`src/rtl/rtc_bus_pkg.sv`:
```
// Shared types and constants for the RTC multiplexed bus sequencer.
package rtc_bus_pkg;

  typedef enum logic [2:0] {
    ST_IDLE = 3'd0,
    ST_A_LO = 3'd1,
    ST_A_HI = 3'd2,
    ST_D_LO = 3'd3,
    ST_D_HI = 3'd4,
    ST_DONE = 3'd5
  } state_t;

  typedef enum logic {
    REQ_SCAN = 1'b0,
    REQ_WR   = 1'b1
  } req_t;

  // Time registers swept by the scanner, seconds through week number.
  localparam logic [7:0] REG_SEG = 8'h21;
  localparam logic [7:0] REG_MIN = 8'h22;
  localparam logic [7:0] REG_HOR = 8'h23;
  localparam logic [7:0] REG_DIA = 8'h24;
  localparam logic [7:0] REG_MES = 8'h25;
  localparam logic [7:0] REG_ANO = 8'h26;
  localparam logic [7:0] REG_DSM = 8'h27;
  localparam logic [7:0] REG_SEM = 8'h28;

  localparam logic       IDLE_CS_N   = 1'b1;
  localparam logic       IDLE_WR_N   = 1'b1;
  localparam logic       IDLE_RD_N   = 1'b1;
  localparam logic       IDLE_AD_OE  = 1'b0;
  localparam logic       IDLE_AD_SEL = 1'b0;
  localparam logic [7:0] IDLE_AD_OUT = 8'h00;

endpackage

```
`src/rtl/rtc_bus_phase_timer.sv`:
```
// Loadable down-counter timing one bus phase; done is high while the count is zero.
module rtc_bus_phase_timer #(
  parameter int W = 3
) (
  input  logic         clk,
  input  logic         Reset_n,
  input  logic         load,
  input  logic [W-1:0] load_val,
  output logic         done
);

  logic [W-1:0] count;

  always_ff @(posedge clk or negedge Reset_n) begin
    if (!Reset_n) begin
      count <= '0;
    end else if (load) begin
      count <= load_val;
    end else if (count != '0) begin
      count <= count - W'(1);
    end
  end

  assign done = (count == '0);

endmodule

```
`src/rtl/rtc_bus_sequencer.sv`:
```
// Owns the RTC multiplexed AD bus and alternates it between the periodic scanner and the write port.
// Handshake: wr_req is a level held with stable wr_addr/wr_data until the one-cycle wr_ack; rd_valid is a one-cycle strobe with no back-pressure.
module rtc_bus_sequencer
  import rtc_bus_pkg::*;
#(
  parameter int         T_LOW     = 4,
  parameter int         T_HIGH    = 4,
  parameter logic [7:0] SCAN_BASE = REG_SEG,
  parameter int         SCAN_LEN  = 8
) (
  input  logic       clk,
  input  logic       Reset_n,
  input  logic       per_tick,
  input  logic       wr_req,
  input  logic [7:0] wr_addr,
  input  logic [7:0] wr_data,
  output logic       wr_ack,
  output logic       rd_valid,
  output logic [7:0] rd_addr,
  output logic [7:0] rd_data,
  output logic       scan_busy,
  output logic       tick_ovr,
  input  logic [7:0] ad_in,
  output logic [7:0] ad_out,
  output logic       ad_oe,
  output logic       ad_sel,
  output logic       cs_n,
  output logic       wr_n,
  output logic       rd_n,
  output state_t     dbg_state
);

  localparam int T_MAX = (T_LOW > T_HIGH) ? T_LOW : T_HIGH;
  localparam int TW    = $clog2(T_MAX + 1);
  localparam int IW    = (SCAN_LEN > 1) ? $clog2(SCAN_LEN) : 1;
  localparam logic [TW-1:0] LD_LOW   = TW'(T_LOW - 1);
  localparam logic [TW-1:0] LD_HIGH  = TW'(T_HIGH - 1);
  localparam logic [IW-1:0] IDX_LAST = IW'(SCAN_LEN - 1);

  state_t        state, state_n;
  req_t          cur_req, last_grant, grant_req, nx_req;
  logic          grant;
  logic [7:0]    cur_addr, cur_wdata, nx_addr, scan_addr;
  logic [IW-1:0] scan_idx;
  logic          tmr_load, tmr_done;
  logic [TW-1:0] tmr_val;
  logic          nx_cs_n, nx_wr_n, nx_rd_n, nx_ad_oe, nx_ad_sel;
  logic [7:0]    nx_ad_out;

  assign scan_addr = SCAN_BASE + 8'(scan_idx);
  assign dbg_state = state;

  rtc_bus_phase_timer #(.W(TW)) u_timer (
    .clk      (clk),
    .Reset_n  (Reset_n),
    .load     (tmr_load),
    .load_val (tmr_val),
    .done     (tmr_done)
  );

  always_comb begin
    state_n   = state;
    tmr_load  = 1'b0;
    tmr_val   = LD_LOW;
    grant     = 1'b0;
    grant_req = REQ_WR;
    case (state)
      ST_IDLE: begin
        // With both pending, whoever did not win last time goes next.
        if (wr_req && scan_busy) begin
          grant     = 1'b1;
          grant_req = (last_grant == REQ_WR) ? REQ_SCAN : REQ_WR;
        end else if (wr_req) begin
          grant     = 1'b1;
          grant_req = REQ_WR;
        end else if (scan_busy) begin
          grant     = 1'b1;
          grant_req = REQ_SCAN;
        end
        if (grant) begin
          state_n  = ST_A_LO;
          tmr_load = 1'b1;
          tmr_val  = LD_LOW;
        end
      end
      ST_A_LO: if (tmr_done) begin state_n = ST_A_HI; tmr_load = 1'b1; tmr_val = LD_HIGH; end
      ST_A_HI: if (tmr_done) begin state_n = ST_D_LO; tmr_load = 1'b1; tmr_val = LD_LOW;  end
      ST_D_LO: if (tmr_done) begin state_n = ST_D_HI; tmr_load = 1'b1; tmr_val = LD_HIGH; end
      ST_D_HI: if (tmr_done) state_n = ST_DONE;
      ST_DONE: state_n = ST_IDLE;
      default: state_n = ST_IDLE;
    endcase
  end

  // Pin values are decoded from the next state so the registered pins line up with the FSM.
  always_comb begin
    nx_req    = grant ? grant_req : cur_req;
    nx_addr   = grant ? ((grant_req == REQ_WR) ? wr_addr : scan_addr) : cur_addr;
    nx_cs_n   = IDLE_CS_N;
    nx_wr_n   = IDLE_WR_N;
    nx_rd_n   = IDLE_RD_N;
    nx_ad_oe  = IDLE_AD_OE;
    nx_ad_sel = IDLE_AD_SEL;
    nx_ad_out = IDLE_AD_OUT;
    case (state_n)
      ST_A_LO: begin
        nx_cs_n = 1'b0; nx_ad_oe = 1'b1; nx_ad_out = nx_addr; nx_wr_n = 1'b0;
      end
      ST_A_HI: begin
        nx_cs_n = 1'b0; nx_ad_oe = 1'b1; nx_ad_out = nx_addr;
      end
      ST_D_LO: begin
        nx_cs_n   = 1'b0;
        nx_ad_sel = 1'b1;
        if (nx_req == REQ_WR) begin
          nx_ad_oe  = 1'b1;
          nx_ad_out = cur_wdata;
          nx_wr_n   = 1'b0;
        end else begin
          nx_rd_n = 1'b0;
        end
      end
      ST_D_HI: begin
        nx_cs_n = 1'b0; nx_ad_sel = 1'b1;
      end
      default: ;
    endcase
  end

  always_ff @(posedge clk or negedge Reset_n) begin
    if (!Reset_n) begin
      state      <= ST_IDLE;
      cur_req    <= REQ_SCAN;
      last_grant <= REQ_SCAN;
      cur_addr   <= 8'h00;
      cur_wdata  <= 8'h00;
      scan_idx   <= '0;
      scan_busy  <= 1'b0;
      tick_ovr   <= 1'b0;
      wr_ack     <= 1'b0;
      rd_valid   <= 1'b0;
      rd_addr    <= 8'h00;
      rd_data    <= 8'h00;
      cs_n       <= IDLE_CS_N;
      wr_n       <= IDLE_WR_N;
      rd_n       <= IDLE_RD_N;
      ad_oe      <= IDLE_AD_OE;
      ad_sel     <= IDLE_AD_SEL;
      ad_out     <= IDLE_AD_OUT;
    end else begin
      state    <= state_n;
      cs_n     <= nx_cs_n;
      wr_n     <= nx_wr_n;
      rd_n     <= nx_rd_n;
      ad_oe    <= nx_ad_oe;
      ad_sel   <= nx_ad_sel;
      ad_out   <= nx_ad_out;
      wr_ack   <= (state_n == ST_DONE) && (cur_req == REQ_WR);
      rd_valid <= (state_n == ST_DONE) && (cur_req == REQ_SCAN);
      if (grant) begin
        cur_req    <= grant_req;
        last_grant <= grant_req;
        cur_addr   <= nx_addr;
        cur_wdata  <= wr_data;
      end
      if (state == ST_D_LO && tmr_done && cur_req == REQ_SCAN) begin
        rd_addr <= cur_addr;
        rd_data <= ad_in;
      end
      if (state_n == ST_DONE && cur_req == REQ_SCAN) begin
        if (scan_idx == IDX_LAST) begin
          scan_idx  <= '0;
          scan_busy <= 1'b0;
        end else begin
          scan_idx <= scan_idx + IW'(1);
        end
      end
      // A tick during an active scan is dropped, not queued.
      if (per_tick) begin
        if (scan_busy) begin
          tick_ovr <= 1'b1;
        end else begin
          scan_busy <= 1'b1;
          scan_idx  <= '0;
        end
      end
    end
  end

endmodule

```
`config.mk`:
```
export PLATFORM = sky130hd
export DESIGN_NAME = rtc_bus_sequencer
export DESIGN_NICKNAME = d
export VERILOG_FILES = /design/src/rtl/rtc_bus_pkg.sv /design/src/rtl/rtc_bus_phase_timer.sv /design/src/rtl/rtc_bus_sequencer.sv
export SDC_FILE = /design/constraint.sdc
export NUM_CORES = 1
export LEC_CHECK = 0
export ABC_AREA = 1
export CORE_ASPECT_RATIO = 1.5
export CORE_MARGIN = 2
export CORE_UTILIZATION = 36
export CTS_CLUSTER_SIZE = 12
export DETAILED_ROUTE_END_ITERATION = 10
export GPL_ROUTABILITY_DRIVEN = 0
export SLEW_MARGIN = 20
export SYNTH_ARGS = -nofsm -noshare
export SYNTH_HDL_FRONTEND = slang
export SYNTH_SLANG_ARGS = --single-unit
```
`constraint.sdc`:
```
create_clock -name clk -period 2.6 [get_ports clk]
set_clock_uncertainty 0.2 [all_clocks]
set_input_delay 0.52 -clock clk [delete_from_list [all_inputs] [get_ports clk]]
set_output_delay 0.52 -clock clk [all_outputs]
set_load 0.05 [all_outputs]
```
### After elaboration in Yosys (flattened, before gate mapping)

Cells that the tools add are included.

* $add $sub $neg: 3
* multiply operators: 0
* div/mod/pow operators: 0
* magnitude comparators: 0
* equal/unequal tests: 10
* shifts and indexed selects: 0
* muxes and demuxes: 41
* bitwise operators: 1
* reductions and logical operators: 14

Operators with widths (count)
* 2-to-1 mux 3 bit: 11
* 2-to-1 mux 8 bit: 3
* 2-to-1 mux 1 bit: 22
* one-hot mux 8 bit (2 select lines): 1
* one-hot mux 3 bit (5 select lines): 1
* equality test 3 x 2 -> 1 bit, second input constant: 4
* equality test 3 bit, second input constant: 4
* adder 6 x 3 -> 7 bit, first input constant: 1
* equality test 3 x 1 -> 1 bit, second input constant: 2
* logical NOT 3 bit: 2
* one-hot mux 1 bit (2 select lines): 3
* logical AND 1 bit: 5
* OR reduction 2 bit: 2
* OR reduction 4 bit: 1
* adder 3 x 1 -> 3 bit, second input constant: 1
* nonzero test 3 bit: 1
* OR reduction 3 bit: 1
* subtractor 3 x 1 -> 3 bit, second input constant: 1
* AND reduction 2 bit: 1
* nonzero test 2 bit: 1
* NOT 1 bit: 1

* bits in registers: 60
* latch bits: 0
* RAM bits: 0
* ROM bits: 0
* input bits: 28
* output and inout port bits: 36
* logic and storage cells: 88
* memories kept: 0

### Longest topological paths before layout

Gate-level depths: netlist of run 1.

* depth after elaboration: 11
* depth in mapped cells: 11
* mapped depth without buffers: 11

### Hierarchy

From an unflattened synthesis of run 1, not the netlist that was laid out.

* cell total of the unflattened synthesis: 272
* area total of the unflattened synthesis: 2583.7 um2

Modules (own cells, without submodules)
* rtc_bus_sequencer: times used 1, cells an instance 240, area an instance 2376.0 um2, seq. area each 1430.1 um2
* rtc_bus_phase_timer: times used 1, cells an instance 32, area an instance 207.7 um2, seq. area each 75.1 um2

### Worst setup path after synthesis of run 1

Ideal clock, no wire load.

* path kind: register -> register
* from: register state[0], in the netlist dbg_state[0]
* to: register ad_out[4]
* setup time: 0.116 ns
* data arrival time: 1.483 ns
* required time: 2.284 ns
* path slack: 0.800 ns
* stages on the path, launching flop included: 9
* path buffers: 1
* period minus slack after synthesis: 1.800 ns
* cells stage by stage: dfrtp_1 > nand3_1 > nand2_1 > inv_2 > nor2_2 > nand2_4 > buf_6 > nand3_1 > nand2_1

* longest elaborated chain between the ends: 5
* elaborated cells on any way between the ends: 22
* those cells by class: eq/ne: 7; mux: 13; reduce/logical: 2

Ends and longest elaborated chain
* from (decl): RTL line rtc_bus_sequencer.sv:40 `state_t state, state_n;`
* from (signal assigned): RTL line rtc_bus_sequencer.sv:151 `state <= state_n;`
* equality test 3 bit (tied with other cells): RTL line rtc_bus_sequencer.sv:67 `case (state)`
* one-hot mux 3 bit (5 select lines) *: RTL line rtc_bus_sequencer.sv:67
* via state_n[1]: RTL line rtc_bus_sequencer.sv:40
* equality test 3 x 2 -> 1 bit / equality test 3 x 1 -> 1 bit (equally long branches): RTL line rtc_bus_sequencer.sv:105 `case (state_n)`
* OR reduction 2 bit (no source line)
* one-hot mux 8 bit (2 select lines) *: RTL line rtc_bus_sequencer.sv:105
* via nx_ad_out[4]: RTL line rtc_bus_sequencer.sv:48 `logic [7:0] nx_ad_out;`
* to (signal assigned): RTL line rtc_bus_sequencer.sv:157 `ad_out <= nx_ad_out;`
* to (decl): RTL line rtc_bus_sequencer.sv:24 `output logic [7:0] ad_out,`

The timed path passes the listed nets; every way through them passes the cells marked *.
A chain may end at the register's enable or synchronous reset.

### Worst setup path after layout of run 1

* from: register wr_n
* to: output wr_n

RTL lines
* from (decl): RTL line rtc_bus_sequencer.sv:28 `output logic wr_n,`
* from (signal assigned): RTL line rtc_bus_sequencer.sv:153 `wr_n <= nx_wr_n;`

No word-level cell between the ends.

==> run summary, run 1 <==
Util after Layout: 50.8%
Pwr Density: 1410 nW/um^2
Status: finished, final reports clean
Final HPWL DP: 3980 microns
Clk buf depth: 2
Die height: 107 microns
Worst Setup EP: wr_n
H-tree levels: 3
CP Depth: 1
R2r endpoint: rd_addr[5]
Initial DRC Count: 91
Grt total ovfl: 0
PortBufs: 63
Unrepaired setup endpoints after global routing: false
# IOs: 64
Number of antenna violations at the first check in global routing: 0
First-pass GRT wire length: 9090 microns
Hold Fails Final Rpt: 0
Worst-path cell chain: clkdlybuf4s50_1
WL final: 5400 microns
FF-to-FF setup slack: 0.66 ns
Reg2reg path depth: 8
Final Slew Violations: 0
# DRC: 0
Post-layout min period: 2.38 ns
# rows: 37
DRT antenna net count: 0
Number of max-cap violations: 0
Synthesis Warnings: 0
Peak per-stage delay on the critical path: 0.79 ns
Worst r2r src: u_timer.count[0]
Maximum vdd drop: 0.000663 V
Cell family with most CP delay: buffers and inverters
Number of antenna diodes: 0
CTS Sinks: 60
Die width: 72.9 microns
HP Class: reg2reg
Slowest CP cell: clkdlybuf4s50_1
Cells after synthesis: 281
Origin of the worst setup path: wr_n
# setup viols final: 0
Worst Tran Pin Value: 0.525 ns
Synthesized area: 2560 sq um
Core footprint: 6900 sq um
Final #Nets: 385
Crit path max fanout: 1
Leak pwr: 1.75 nW
Via density: 4.61
Unique masters post-synth: 25
Vias: 2,010
Drt wl/cell: 12.4 microns
CP endpoint kind: primary output
Largest net degree at the start of global routing: 33
Startpoint Class: register
Initial Utilization: 37.1%
CP arrival: 1.66 ns
Crit path buffers/inverters: 1
Setup TNS: 0 ns
Share of cells above drive strength 1: 12.3%
Syn avg cell area: 9.11 sq um
CTS Root Buffer Type: clkbuf_8
Worst skew pair latency: 0.34 ns
Seq/Total Area, Yosys: 58.8%
Post-Synthesis Net Count: 313
CTS tree: done
Crit path required time: 1.88 ns
Normalized max-slew margin: 64.9%
All-layer global routing usage: 15.4%
CP Class: reg2out
Reg clk slew, reported paths: 0.07 ns
Post-CTS setup buffers: 0
CTS Buf Count: 9
Vias in the first global route: 1,947
Area Growth Syn to Fin: 36.7%
Pre-antenna DRT Iters: 4
FF+latch count, synth: 60
Upper clock frequency limit: 0.420 GHz
Final Cycle Share: 91.5%
Die area: 7820 sq um
[worst min path at each step]
stage	startpoint	end	slack (ns)	cells after the start
floorplan	Reset_n	ad_oe	0.02	0
global placement	tick_ovr	tick_ovr	0.24	1
detailed placement	tick_ovr	tick_ovr	0.24	1
CTS	tick_ovr	tick_ovr	0.26	1
global route	tick_ovr	tick_ovr	0.27	1
finish	tick_ovr	tick_ovr	0.25	1
[cells by family (layout without fill, tap and decap cells)]
kind of cell / count (synthesis) / after routing / share of synthesized area [%]
AOI/OAI and AO/OA: 37 / 37 / 8.01
buffers and inverters: 47 / 124 / 7.38
adders and majority gates: 4 / 4 / 1.95
DFF: 60 / 60 / 58.8
and+or+nand+nor: 133 / 133 / 23.9
[through the flow]
step	area (sq um)	hold slack (ns)	setup WS, ns	cells	power, mW
6_report	3500	0.254	0.221	436	4.94
5_1_grt	3500	0.268	0.174	436	5.29
3_3_place_gp	3280	0.239	0.344	419	4.02
3_5_place_dp	3280	0.244	0.283	419	4.07
2_1_floorplan	2560	0.0244	0.800	281	3.32
4_1_cts	3500	0.260	0.209	436	5.00
[layout make-up]
cell class | instances | area, sq um
clock buffers | 11 | 141
clock inverters | 5 | 75.1
fillers | 651 | 3400
inverters | 40 | 150
multi-input cells | 174 | 867
flip-flops and latches | 60 | 1510
well taps | 78 | 97.6
repair buffers | 68 | 666
[sequential cells by signal, summed over array words and instances (netlist names)]
register       count
cur_req            1
cs_n               1
cur_addr           8
ad_out             8
rd_addr            8
last_grant         1
tick_ovr           1
u_timer.count      3
scan_idx           3
dbg_state          3
rd_valid           1
ad_oe              1
ad_sel             1
scan_busy          1
wr_n               1
rd_data            8
cur_wdata          8
wr_ack             1
rd_n               1
[cells in the final DEF (no fill, tap or decap), types with 4 or more instances in the layout]
cell	instances
nand3_1	31
inv_2	6
a21oi_1	5
o21ai_1	17
buf_4	4
nand2_4	4
o21ai_0	8
ha_1	4
nor2_1	8
nand2_1	82
inv_1	34
dfrtp_1	57
clkbuf_8	10
clkdlybuf4s50_1	62
[power by group]
part	internal, mW	switching, mW
clock	0.561	0.352
sequential	1.34	0.207
combinational	0.797	1.68
[cell usage after synthesis, drive strengths merged]
cell type	instances	area [sq um]
dfrtp	57	1430
nand3b	1	20.0
a31oi	1	6.26
inv	40	150
o211ai	1	7.51
nand2	88	365
a211oi	1	7.51
nor2	13	71.3
a21oi	7	42.5
clkbuf	2	7.51
o21ai	26	134
nand3	31	155
a21o	1	7.51
buf	5	31.3
dfstp	3	78.8
ha	4	50.1
[routing by layer]
layer / global-route usage (%) / vias to the layer above / share of wire (%)
met3: 3.28 / 14 / 4.4
met2: 24.7 / 61 / 50
li1: - / 1032 / -
met5: 0 / - / 0
met4: 8.86 / 0 / 2.6
met1: 18.9 / 903 / 43
[what timing repair did]
action                    in CTS  in global routing
hold endpoints to repair      16                  0
resized for setup              0                  0
hold buffers                   1                  0
No activity file was read; power rests on OpenSTA's default activity.
==> run 2, diff against run 1 <==
- CORE_ASPECT_RATIO: 1.5 -> unset
==> run summary, run 2 (synthesis gave the netlist of run 1 again) <==
Normalized max-slew margin: 63.1%
Final HPWL DP: 3860 microns
Maximum vdd drop: 0.000493 V
H-tree levels: 3
Hold buffers post-CTS: 1
Share of cells above drive strength 1: 12.3%
Worst r2r src: u_timer.count[0]
Post-CTS setup buffers: 0
# rows: 30
PortBufs: 63
CP endpoint kind: primary output
FF-to-FF setup slack: 0.65 ns
Area Growth Syn to Fin: 37.2%
Die height: 88.3 microns
Leak pwr: 1.74 nW
Hold Fails Final Rpt: 0
# IOs: 64
Pre-antenna DRT Iters: 4
Final #Nets: 384
Number of max-cap violations: 0
Vias in the first global route: 1,936
Clk buf depth: 2
Hold EP: tick_ovr
Via density: 4.46
Drt wl/cell: 12.0 microns
Worst skew pair latency: 0.34 ns
Die area: 7800 sq um
Startpoint Class: register
All-layer global routing usage: 15.2%
CP Class: reg2out
CTS Sinks: 60
Most frequent cells in the layout: 82 x nand2_1, 62 x clkdlybuf4s50_1, 57 x dfrtp_1
Hold_sp: tick_ovr
Setup TNS: 0 ns
Core footprint: 6830 sq um
Grt total ovfl: 0
Number of antenna violations at the first check in global routing: 0
CTS Buf Count: 9
# setup viols final: 0
Hold path depth: 1
Final Slew Violations: 0
Vias: 2,022
Commonest non-fill, non-tap cell in the layout: nand2_1
Reg clk slew, reported paths: 0.06 ns
HP Class: reg2reg
Post-layout min period: 2.37 ns
Crit path buffers/inverters: 1
Final Cycle Share: 91.1%
WL final: 5420 microns
CTS Root Buffer Type: clkbuf_8
Crit path max fanout: 1
Cell family with most CP delay: buffers and inverters
CP arrival: 1.65 ns
First-pass GRT wire length: 8850 microns
Peak per-stage delay on the critical path: 0.79 ns
Power Total: 4.83 mW
Worst-path cell chain: clkdlybuf4s50_1
Slowest CP cell: clkdlybuf4s50_1
CTS tree: done
Worst Tran Pin Value: 0.554 ns
Status: finished, final reports clean
DRT antenna net count: 0
Die width: 88.3 microns
R2r endpoint: ad_out[0]
PostCTS Resize Cnt: 0
Initial DRC Count: 72
Number of antenna diodes: 0
Largest net degree at the start of global routing: 39
Pwr Density: 1380 nW/um^2
Initial Utilization: 37.5%
# DRC: 0
Crit path required time: 1.88 ns
Upper clock frequency limit: 0.422 GHz
Reg2reg path depth: 11
Unrepaired setup endpoints after global routing: false
run 2: cell types whose count changed in the layout (fill, tap and decap cells not counted), sizes merged:
cell,previous run,this run
buf,5,4
bufinv,2,0
clkinvlp,0,1
clkbuf,11,12
run 2: layer usage:
| layer | share of wire, % | global-route usage, % | up-vias |
|---|---|---|---|
| met4 | 2.7 | 9.23 | 0 |
| met1 | 48 | 20.8 | 931 |
| met5 | 0 | 0 | - |
| met3 | 5.5 | 3.26 | 10 |
| met2 | 44 | 22.2 | 56 |
| li1 | - | - | 1025 |
run 2: final cells by class:
cell class              count  area [sq um]
flip-flops and latches     60          1510
inverters                  40           150
fillers                   695          3320
clock inverters             4          22.5
repair buffers             67           683
clock buffers              12           165
well taps                  96           120
multi-input cells         174           867
run 2: power by group:
| part | internal (mW) | leakage, nW | switching (mW) | total (mW) |
|---|---|---|---|---|
| Combinational | 0.822 | 0.916 | 1.68 | 2.51 |
| Clock | 0.419 | 0.0982 | 0.365 | 0.784 |
| Sequential | 1.34 | 0.723 | 0.200 | 1.54 |
run 2: worst max path at each step:
| stage | start | endpoint | slack [ns] | depth (start not counted) |
|---|---|---|---|---|
| 3_5_place_dp | wr_req | ad_out[1] | 0.26 | 9 |
| 2_1_floorplan | dbg_state[0] | ad_out[4] | 0.80 | 8 |
| 4_1_cts | rd_n | rd_n | 0.21 | 1 |
| 5_1_grt | rd_n | rd_n | 0.20 | 1 |
| 6_report | rd_n | rd_n | 0.23 | 1 |
| 3_3_place_gp | wr_req | ad_oe | 0.31 | 9 |
run 2: stage by stage:
stage                     instances  instance area [sq um]  setup slack (ns)  hold slack (ns)  util (%)
final                           453                   3510             0.230            0.261      51.4
after global routing            453                   3510             0.205            0.284      51.4
after detailed placement        436                   3320             0.261            0.254      48.5
after floorplan                 281                   2560             0.800           0.0244         -
after global placement          436                   3320             0.313            0.241      48.5
after CTS                       453                   3510             0.213            0.268      51.4
